**config.mk**
```make
export PLATFORM = sky130hd
export DESIGN_NAME = multicycle_controller
export DESIGN_NICKNAME = d
export VERILOG_FILES = /design/src/rtl/multicycle_controller.sv
export SDC_FILE = /design/constraint.sdc
export NUM_CORES = 1
export LEC_CHECK = 0
export BUFFER_PORTS_ARGS = -buffer_cell sky130_fd_sc_hd__buf_2
export CORE_ASPECT_RATIO = 1.2
export CORE_MARGIN = 2
export CORE_UTILIZATION = 40
export CTS_CLUSTER_SIZE = 30
export DETAILED_ROUTE_END_ITERATION = 8
export MAX_ROUTING_LAYER = met4
export PLACE_DENSITY = 0.7
export SLEW_MARGIN = 20
export SYNTH_ARGS = -nofsm -noshare
export SYNTH_HDL_FRONTEND = slang
export SYNTH_SLANG_ARGS = --single-unit
export TNS_END_PERCENT = 50
```
**constraint.sdc**
```tcl
create_clock -name clk -period 2.8 [get_ports clk]
set_input_delay 0.14 -clock clk [delete_from_list [all_inputs] [get_ports clk]]
set_output_delay 0.14 -clock clk [all_outputs]
set_load 0.02 [all_outputs]
```
**src/rtl/multicycle_controller.sv**
```systemverilog
// Multicycle control FSM for the shared-memory datapath: sequences fetch, decode,
// execute, memory and writeback, owns the NZCV flag register and gates memory strobes.
module multicycle_controller #(
    parameter logic [1:0] PC_INC    = 2'b10,
    parameter logic [3:0] FLAGS_RST = 4'b0000
) (
    input  logic       clk,
    input  logic       reset,
    input  logic [2:0] Cond,
    input  logic [1:0] Op,
    input  logic [3:0] Funct,
    input  logic [3:0] ALUFlags,
    input  logic       MemReady,
    output logic       IRWrite,
    output logic       AdrSrc,
    output logic       ALUSrcA,
    output logic [1:0] ALUSrcB,
    output logic [1:0] ALUControl,
    output logic [1:0] ResultSrc,
    output logic       PCWrite,
    output logic       RegWrite,
    output logic       MemWrite,
    output logic       MemReq,
    output logic       Retire,
    output logic [3:0] State
);

    typedef enum logic [3:0] {
        S_FETCH  = 4'd0,
        S_DECODE = 4'd1,
        S_EXECR  = 4'd2,
        S_EXECI  = 4'd3,
        S_ALUWB  = 4'd4,
        S_MEMADR = 4'd5,
        S_MEMRD  = 4'd6,
        S_MEMWB  = 4'd7,
        S_MEMWR  = 4'd8,
        S_BRANCH = 4'd9
    } state_t;

    state_t     state_q;
    state_t     state_d;
    logic [3:0] flags_q;
    logic [3:0] flags_d;

    logic       ir_write_s;
    logic       adr_src_s;
    logic       alu_src_a_s;
    logic [1:0] alu_src_b_s;
    logic [1:0] alu_control_s;
    logic [1:0] result_src_s;
    logic       pc_write_s;
    logic       reg_write_s;
    logic       mem_write_s;
    logic       mem_req_s;
    logic       retire_s;
    logic       cond_ex_s;

    // nzcv bit order: [3]=N [2]=Z [1]=C [0]=V
    function automatic logic cond_holds(input logic [2:0] cond, input logic [3:0] nzcv);
        logic r;
        case (cond)
            3'b000:  r = nzcv[2];
            3'b001:  r = ~nzcv[2];
            3'b010:  r = (nzcv[3] == nzcv[0]);
            3'b011:  r = (nzcv[3] != nzcv[0]);
            3'b100:  r = nzcv[1];
            3'b101:  r = ~nzcv[1];
            default: r = 1'b1;
        endcase
        return r;
    endfunction

    // Logical ops only produce meaningful N and Z, so C and V survive them.
    function automatic logic [3:0] next_flags(input logic [1:0] cmd, input logic [3:0] alu_nzcv,
                                              input logic [3:0] cur);
        logic [3:0] r;
        case (cmd)
            2'b00, 2'b01: r = alu_nzcv;
            default:      r = {alu_nzcv[3:2], cur[1:0]};
        endcase
        return r;
    endfunction

    assign cond_ex_s = cond_holds(Cond, flags_q);

    // State and flag registers with synchronous active-low reset.
    always_ff @(posedge clk) begin
        if (!reset) begin
            state_q <= S_FETCH;
            flags_q <= FLAGS_RST;
        end else begin
            state_q <= state_d;
            flags_q <= flags_d;
        end
    end

    // Next-state, flag update and per-state datapath controls.
    always_comb begin
        state_d       = S_FETCH;
        flags_d       = flags_q;
        ir_write_s    = 1'b0;
        adr_src_s     = 1'b0;
        alu_src_a_s   = 1'b0;
        alu_src_b_s   = 2'b00;
        alu_control_s = 2'b00;
        result_src_s  = 2'b00;
        pc_write_s    = 1'b0;
        reg_write_s   = 1'b0;
        mem_write_s   = 1'b0;
        mem_req_s     = 1'b0;
        retire_s      = 1'b0;
        case (state_q)
            S_FETCH: begin
                mem_req_s    = 1'b1;
                alu_src_a_s  = 1'b1;
                alu_src_b_s  = PC_INC;
                result_src_s = 2'b10;
                ir_write_s   = MemReady;
                pc_write_s   = MemReady;
                state_d      = MemReady ? S_DECODE : S_FETCH;
            end
            S_DECODE: begin
                alu_src_a_s = 1'b1;
                alu_src_b_s = PC_INC;
                if (!cond_ex_s || (Op == 2'b11)) begin
                    retire_s = 1'b1;
                    state_d  = S_FETCH;
                end else begin
                    case (Op)
                        2'b00:   state_d = Funct[3] ? S_EXECI : S_EXECR;
                        2'b01:   state_d = S_MEMADR;
                        2'b10:   state_d = S_BRANCH;
                        default: state_d = S_FETCH;
                    endcase
                end
            end
            S_EXECR, S_EXECI: begin
                alu_src_b_s   = (state_q == S_EXECI) ? 2'b01 : 2'b00;
                alu_control_s = Funct[2:1];
                state_d       = S_ALUWB;
                if (Funct[0]) begin
                    flags_d = next_flags(Funct[2:1], ALUFlags, flags_q);
                end else begin
                    flags_d = flags_q;
                end
            end
            S_ALUWB: begin
                reg_write_s = 1'b1;
                retire_s    = 1'b1;
                state_d     = S_FETCH;
            end
            S_MEMADR: begin
                alu_src_b_s = 2'b01;
                state_d     = Funct[0] ? S_MEMRD : S_MEMWR;
            end
            S_MEMRD: begin
                mem_req_s = 1'b1;
                adr_src_s = 1'b1;
                state_d   = MemReady ? S_MEMWB : S_MEMRD;
            end
            S_MEMWB: begin
                result_src_s = 2'b01;
                reg_write_s  = 1'b1;
                retire_s     = 1'b1;
                state_d      = S_FETCH;
            end
            S_MEMWR: begin
                mem_req_s   = 1'b1;
                adr_src_s   = 1'b1;
                mem_write_s = MemReady;
                retire_s    = MemReady;
                state_d     = MemReady ? S_FETCH : S_MEMWR;
            end
            S_BRANCH: begin
                alu_src_b_s  = 2'b01;
                result_src_s = 2'b10;
                pc_write_s   = 1'b1;
                retire_s     = 1'b1;
                state_d      = S_FETCH;
            end
            default: begin
                state_d = S_FETCH;
            end
        endcase
    end

    // A reset cycle must never let a write or memory request escape.
    always_comb begin
        if (!reset) begin
            IRWrite  = 1'b0;
            PCWrite  = 1'b0;
            RegWrite = 1'b0;
            MemWrite = 1'b0;
            MemReq   = 1'b0;
            Retire   = 1'b0;
        end else begin
            IRWrite  = ir_write_s;
            PCWrite  = pc_write_s;
            RegWrite = reg_write_s;
            MemWrite = mem_write_s;
            MemReq   = mem_req_s;
            Retire   = retire_s;
        end
    end

    assign AdrSrc     = adr_src_s;
    assign ALUSrcA    = alu_src_a_s;
    assign ALUSrcB    = alu_src_b_s;
    assign ALUControl = alu_control_s;
    assign ResultSrc  = result_src_s;
    assign State      = state_q;

endmodule

```
* Yosys cells after proc, flatten, opt, wreduce, memory -nomap -nowiden
Index checks and enable logic that the tools add are counted.
Word-level totals: bits of input ports 16, register bits after elaboration 8
Operators by class: muxes and demuxes 28, eq/ne operators 20, bitwise logic cells 2, reduce and logical (&&, ||, !) cells 17
Operators with widths (count):
- 4-bit case mux with 6 select lines | 1
- 1-bit two-way mux | 17
- 4-bit by 3-bit equality test with 1-bit output, second input constant | 4
- 2-bit OR reduction | 7
- 4-bit two-way mux | 3
- 4-bit case mux with 3 select lines | 1
- 4-bit by 2-bit equality test with 1-bit output, second input constant | 2
- 4-bit equality test, second input constant | 2
- 3-bit by 2-bit equality test with 1-bit output, second input constant | 2
- 3-bit equality test, second input constant | 2
- 1-bit case mux with 6 select lines | 1
- 2-bit case mux with 3 select lines | 1
- 3-bit OR reduction | 2
- 2-bit by 1-bit equality test with 1-bit output, second input constant | 2
- 2-bit equality test, second input constant | 2
- 4-bit by 1-bit equality test with 1-bit output, second input constant | 1
- 2-bit logical NOT | 2
- 4-bit logical NOT | 1
- 2-bit case mux with 2 select lines | 1
- 3-bit by 1-bit equality test with 1-bit output, second input constant | 1
- 3-bit logical NOT | 1
- 1-bit case mux with 3 select lines | 1
- 3-bit AND reduction | 1
- 2-bit two-way mux | 1
- 7 further kinds | 8

* Longest topological paths before layout
depth after elaboration 7, depth in mapped cells 5

* Worst setup path after synthesis
Ideal clock, no wire load.
path type register to output, start reg state_q[2], in the netlist State[2], end out Retire, data arrival time 1.687 ns, cell stages (with the launch flop) 5, required time 2.660 ns, setup slack 0.973 ns, path through dfxtp_1 > nor2b_1 > and3_1 > nor3_1 > a21boi_0
Between the ends: longest elaborated chain between the ends 4, elaborated cells on any way between the ends 8, those cells by class eq/ne: 5; mux: 2; reduce/logical: 1
Ends and longest elaborated chain:
- start, declared | line 41 | state_t state_q;
- start signal, assigned | line 93 | state_q <= state_d;
- 4-bit equality test / 4-bit by 3-bit equality test with 1-bit output (equally long branches) | line 113 | case (state_q)
- 3-bit OR reduction (no line)
- 1-bit case mux with 3 select lines (*) | line 113
- 1-bit two-way mux (*) | line 190 | if (!reset) begin
- end, declared | line 24 | output logic Retire,
Mark *: on every way between the ends. The rest lies on a longest branch, timed or not.

* Worst setup path after layout
Same ends and word-level chain as after synthesis.

==> impl_summary.md <==
Drt
In the final routed layout, each cell accounts on average for 11.83 µm. The first detailed-routing pass took 4 iterations. The final antenna-violating net count is 0. The routed layout has ~740 vias. Wires add up to around 1600 µm. The final routed DRC violation total is 0. The ratio of routed vias to standard cells is about 5.3. The number of DRC markers after the initial detailed-route iteration is 10.

Clocking
The clock insertion delay at the later pin of the skew report is about 0.25 ns. Buffers inserted during clock tree synthesis total 3. The count of hold-fix buffers inserted at cts is 0.

The clock passes through at most 2 buffers. TritonCTS built the clock tree. The clock transition at the registers of the reported paths is about 0.06 ns. The cell chosen for the clock root is sky130_fd_sc_hd__clkbuf_4. The number of gates given a new drive strength after cts is 0. The count of buffers added by post-CTS timing repair for setup is 0.

The number of H-tree levels is 1. The clock sink count is 8.

STA
The clock skew is between 0.005 and 0.006 ns. The total setup violations reported at the end of the flow is 0. The transition at the pin with the smallest max-transition slack is around 0.58 ns.

The smallest clock period supported by the final layout is computed as just under 2 ns. Measured against its own limit, the worst slew margin works out to about 62%. The peak clock frequency supported by timing is 507.8 MHz.

The number of pins with negative max-slew slack in the final report is 0. After layout, the worst path uses between 70 and 80% of the clock period. The final count of hold timing violations is 0. The accumulated negative setup slack is 0 ns. Setup repair after global routing left no endpoint under its margin.

Setup path
The worst setup path is launched from a register. In this run the worst path has a maximum fanout of 15. The worst setup path is captured at an output pin. The class of the most critical setup path is reg -> out. Data arrives at the worst endpoint at ~1.8 ns. Data on the critical path is required at its endpoint by between 2 and 3 ns. The setup check on the worst reg-to-reg path leaves a slack of roughly 1.2 ns.

Global route
The overflow left after global routing is 0. The number of global-route vias before repair is a little over 600. The all-layer global routing usage is between 10% and 20%. The first global-routing pass estimated between 2000 and 3000 µm of wire. The initial antenna violation count is 0.

The maximum number of pins on one net before global-route repair is 19.

Layout
The post-synthesis to final-layout area growth is 23.34%. The post-layout net count is roughly 140. In the final layout, the share of cells above drive strength 1 is ~33%. After the flow finishes, the layout carries non-filler instances totaling roughly 140.

The number of diodes is 0.

Place
The HPWL after detailed placement is 1266 µm. In this run the tool buffered the top-level ports with 33 buffer cells. The cell count after placement is about 140.

The congestion estimate from routability-driven global placement came to 0.7735.

Power and ir drop
The worst-case IR drop observed on VDD is ~190 µV. The areal power density over the cells is 318.7 nW/µm². The leakage power is between 0.0004 and 0.0005 µW.

Synth
Synthesis produced 91 cells. The Yosys step of the flow raised 0 warnings. The unique cell type count in the Yosys netlist is 32. The synthesized netlist net count is between 100 and 150. After synthesis the cells add up to roughly 730 µm². Synthesis inferred 8 register bits. Summing the sequential cell areas from Yosys gives between 20% and 30% of the chip area. The average footprint of a synthesized cell is around 8.1 µm².

Die
The die is 50.94 µm tall. The initial utilization of the core area, before any placement, comes to a little over two fifths. The number of placement rows is 16.

The core region is between 1500 and 2000 µm². The top-level I/O count is 34. The floorplan step defined a die boundary enclosing roughly 2200 µm². The die is 43.12 µm wide.

Status
The run finished with clean final reports.

Flow run
The number of maximum-capacitance constraint violations is 0.

Worst hold path
The path type of the worst min-delay path is in -> reg.
==> layout by cell type, fill, tap and decap left out <==
master | synthesis | routed
sky130_fd_sc_hd__xor2_1 | 2 | 2
sky130_fd_sc_hd__o31ai_1 | 1 | 1
sky130_fd_sc_hd__nor3_1 | 3 | 3
sky130_fd_sc_hd__and3_1 | 5 | 5
sky130_fd_sc_hd__nor2b_1 | 6 | 6
sky130_fd_sc_hd__nand3b_1 | 3 | 3
sky130_fd_sc_hd__nor4b_1 | 2 | 2
sky130_fd_sc_hd__nand2_1 | 8 | 8
sky130_fd_sc_hd__nor4_1 | 2 | 2
sky130_fd_sc_hd__o32ai_2 | 1 | 1
sky130_fd_sc_hd__a22o_1 | 3 | 3
sky130_fd_sc_hd__and4bb_2 | 1 | 1
sky130_fd_sc_hd__dfxtp_1 | 8 | 8
sky130_fd_sc_hd__inv_1 | 5 | 5
sky130_fd_sc_hd__buf_2 | 1 | 33
sky130_fd_sc_hd__nor2_1 | 7 | 7
sky130_fd_sc_hd__a21boi_0 | 1 | 1
sky130_fd_sc_hd__xnor2_1 | 3 | 3
sky130_fd_sc_hd__a32o_1 | 3 | 3
sky130_fd_sc_hd__and2_1 | 1 | 1
sky130_fd_sc_hd__mux2i_1 | 4 | 4
sky130_fd_sc_hd__o21bai_1 | 1 | 1
sky130_fd_sc_hd__clkbuf_4 | 0 | 3
sky130_fd_sc_hd__nor3b_1 | 2 | 2
sky130_fd_sc_hd__ha_1 | 4 | 4
sky130_fd_sc_hd__a21o_1 | 1 | 1
sky130_fd_sc_hd__and2b_1 | 1 | 1
sky130_fd_sc_hd__o21ai_0 | 2 | 2
sky130_fd_sc_hd__a21oi_1 | 3 | 3
sky130_fd_sc_hd__nor4_4 | 1 | 1
==> Yosys cell counts (all sizes together) <==
master / number / area share [%]
dfxtp: 8 / 22
nand2: 8 / 4.1
nor2: 7 / 3.6
nor2b: 6 / 5.1
and3: 5 / 4.3
inv: 5 / 2.6
clkbuf: 4 / 2.0
ha: 4 / 6.8
mux2i: 4 / 5.5
a21oi: 3 / 2.0
a22o: 3 / 3.6
a32o: 3 / 4.1
buf: 3 / 3.2
nand3b: 3 / 3.1
nor3: 3 / 2.0
nor4: 3 / 4.6
xnor2: 3 / 3.6
nor3b: 2 / 2.0
nor4b: 2 / 2.4
o21ai: 2 / 1.4
xor2: 2 / 2.4
a21boi: 1 / 1.0
a21o: 1 / 1.0
and2: 1 / 0.85
and2b: 1 / 1.0
and4bb: 1 / 1.7
o21bai: 1 / 1.0
o31ai: 1 / 1.0
o32ai: 1 / 2.2
==> metrics by stage <==
step	power [µW]	setup WS (ns)	util [%]	hold WS, ns	instance area [µm²]
CTS	294.4	0.8454	53.87	0.1477	905.9
finish	288.7	0.8308	53.87	0.1558	905.9
global route	309.2	0.6383	53.87	0.1550	905.9
detailed placement	205.9	1.127	52.53	0.4105	883.3
floorplan	178.0	0.9727	-	0.3023	734.5
global placement	205.1	1.166	52.53	0.4014	883.3
==> routing by layer <==
metal | global-route usage, % | vias up | share of wire (%)
met1 | 22.25 | 336 | 47
met3 | 2.120 | 2 | 4.9
li1 | - | 379 | -
met5 | - | - | 0
met2 | 22.39 | 18 | 47
met4 | 4.545 | 0 | 0.74
==> cell families after synthesis <==
| group | share of synthesized area [%] |
|---|---|
| simple gates | 34.75 |
| fa+ha+maj | 6.815 |
| buf+inv | 7.836 |
| xor+xnor | 5.964 |
| compound gates | 17.38 |
| mux | 5.452 |
| flops | 21.81 |
==> worst max-delay path, stage by stage, from the launching register on <==
cell                       delay, ns
sky130_fd_sc_hd__dfxtp_1        0.60
sky130_fd_sc_hd__nor2b_1        0.37
sky130_fd_sc_hd__and3_1         0.22
sky130_fd_sc_hd__nor3_1         0.06
sky130_fd_sc_hd__a21boi_0       0.15
sky130_fd_sc_hd__buf_2          0.18
==> report_power, final <==
part	leakage (µW)	total [µW]	switching, µW	internal, µW
Sequential	0.0000647	125	8.42	116
Clock	0.0000138	85.0	36.2	48.9
Combinational	0.000354	78.9	44.4	34.5
==> cell type report <==
cell class,instances,area [µm²]
clock buffer,3,22.52
fill,168,775.7
inverter,5,18.77
multi-input combinational,71,516.7
sequential,8,160.2
tap,18,22.52
timing repair buffer,33,165.2
==> path summary, 6_finish.rpt <==
check / endpoint / start / cells past startpoint
hold reg to reg: flags_q[2] / flags_q[2] / 2
hold / removal: flags_q[2] / ALUFlags[2] / 3
setup reg to reg: flags_q[1] / State[1] / 4
setup / recovery: Retire / State[2] / 5
==> registers in the layout (all words and copies together) (netlist names) <==
signal / flops
flags_q: 4
State: 4
Power figures use the tool's default switching activity.
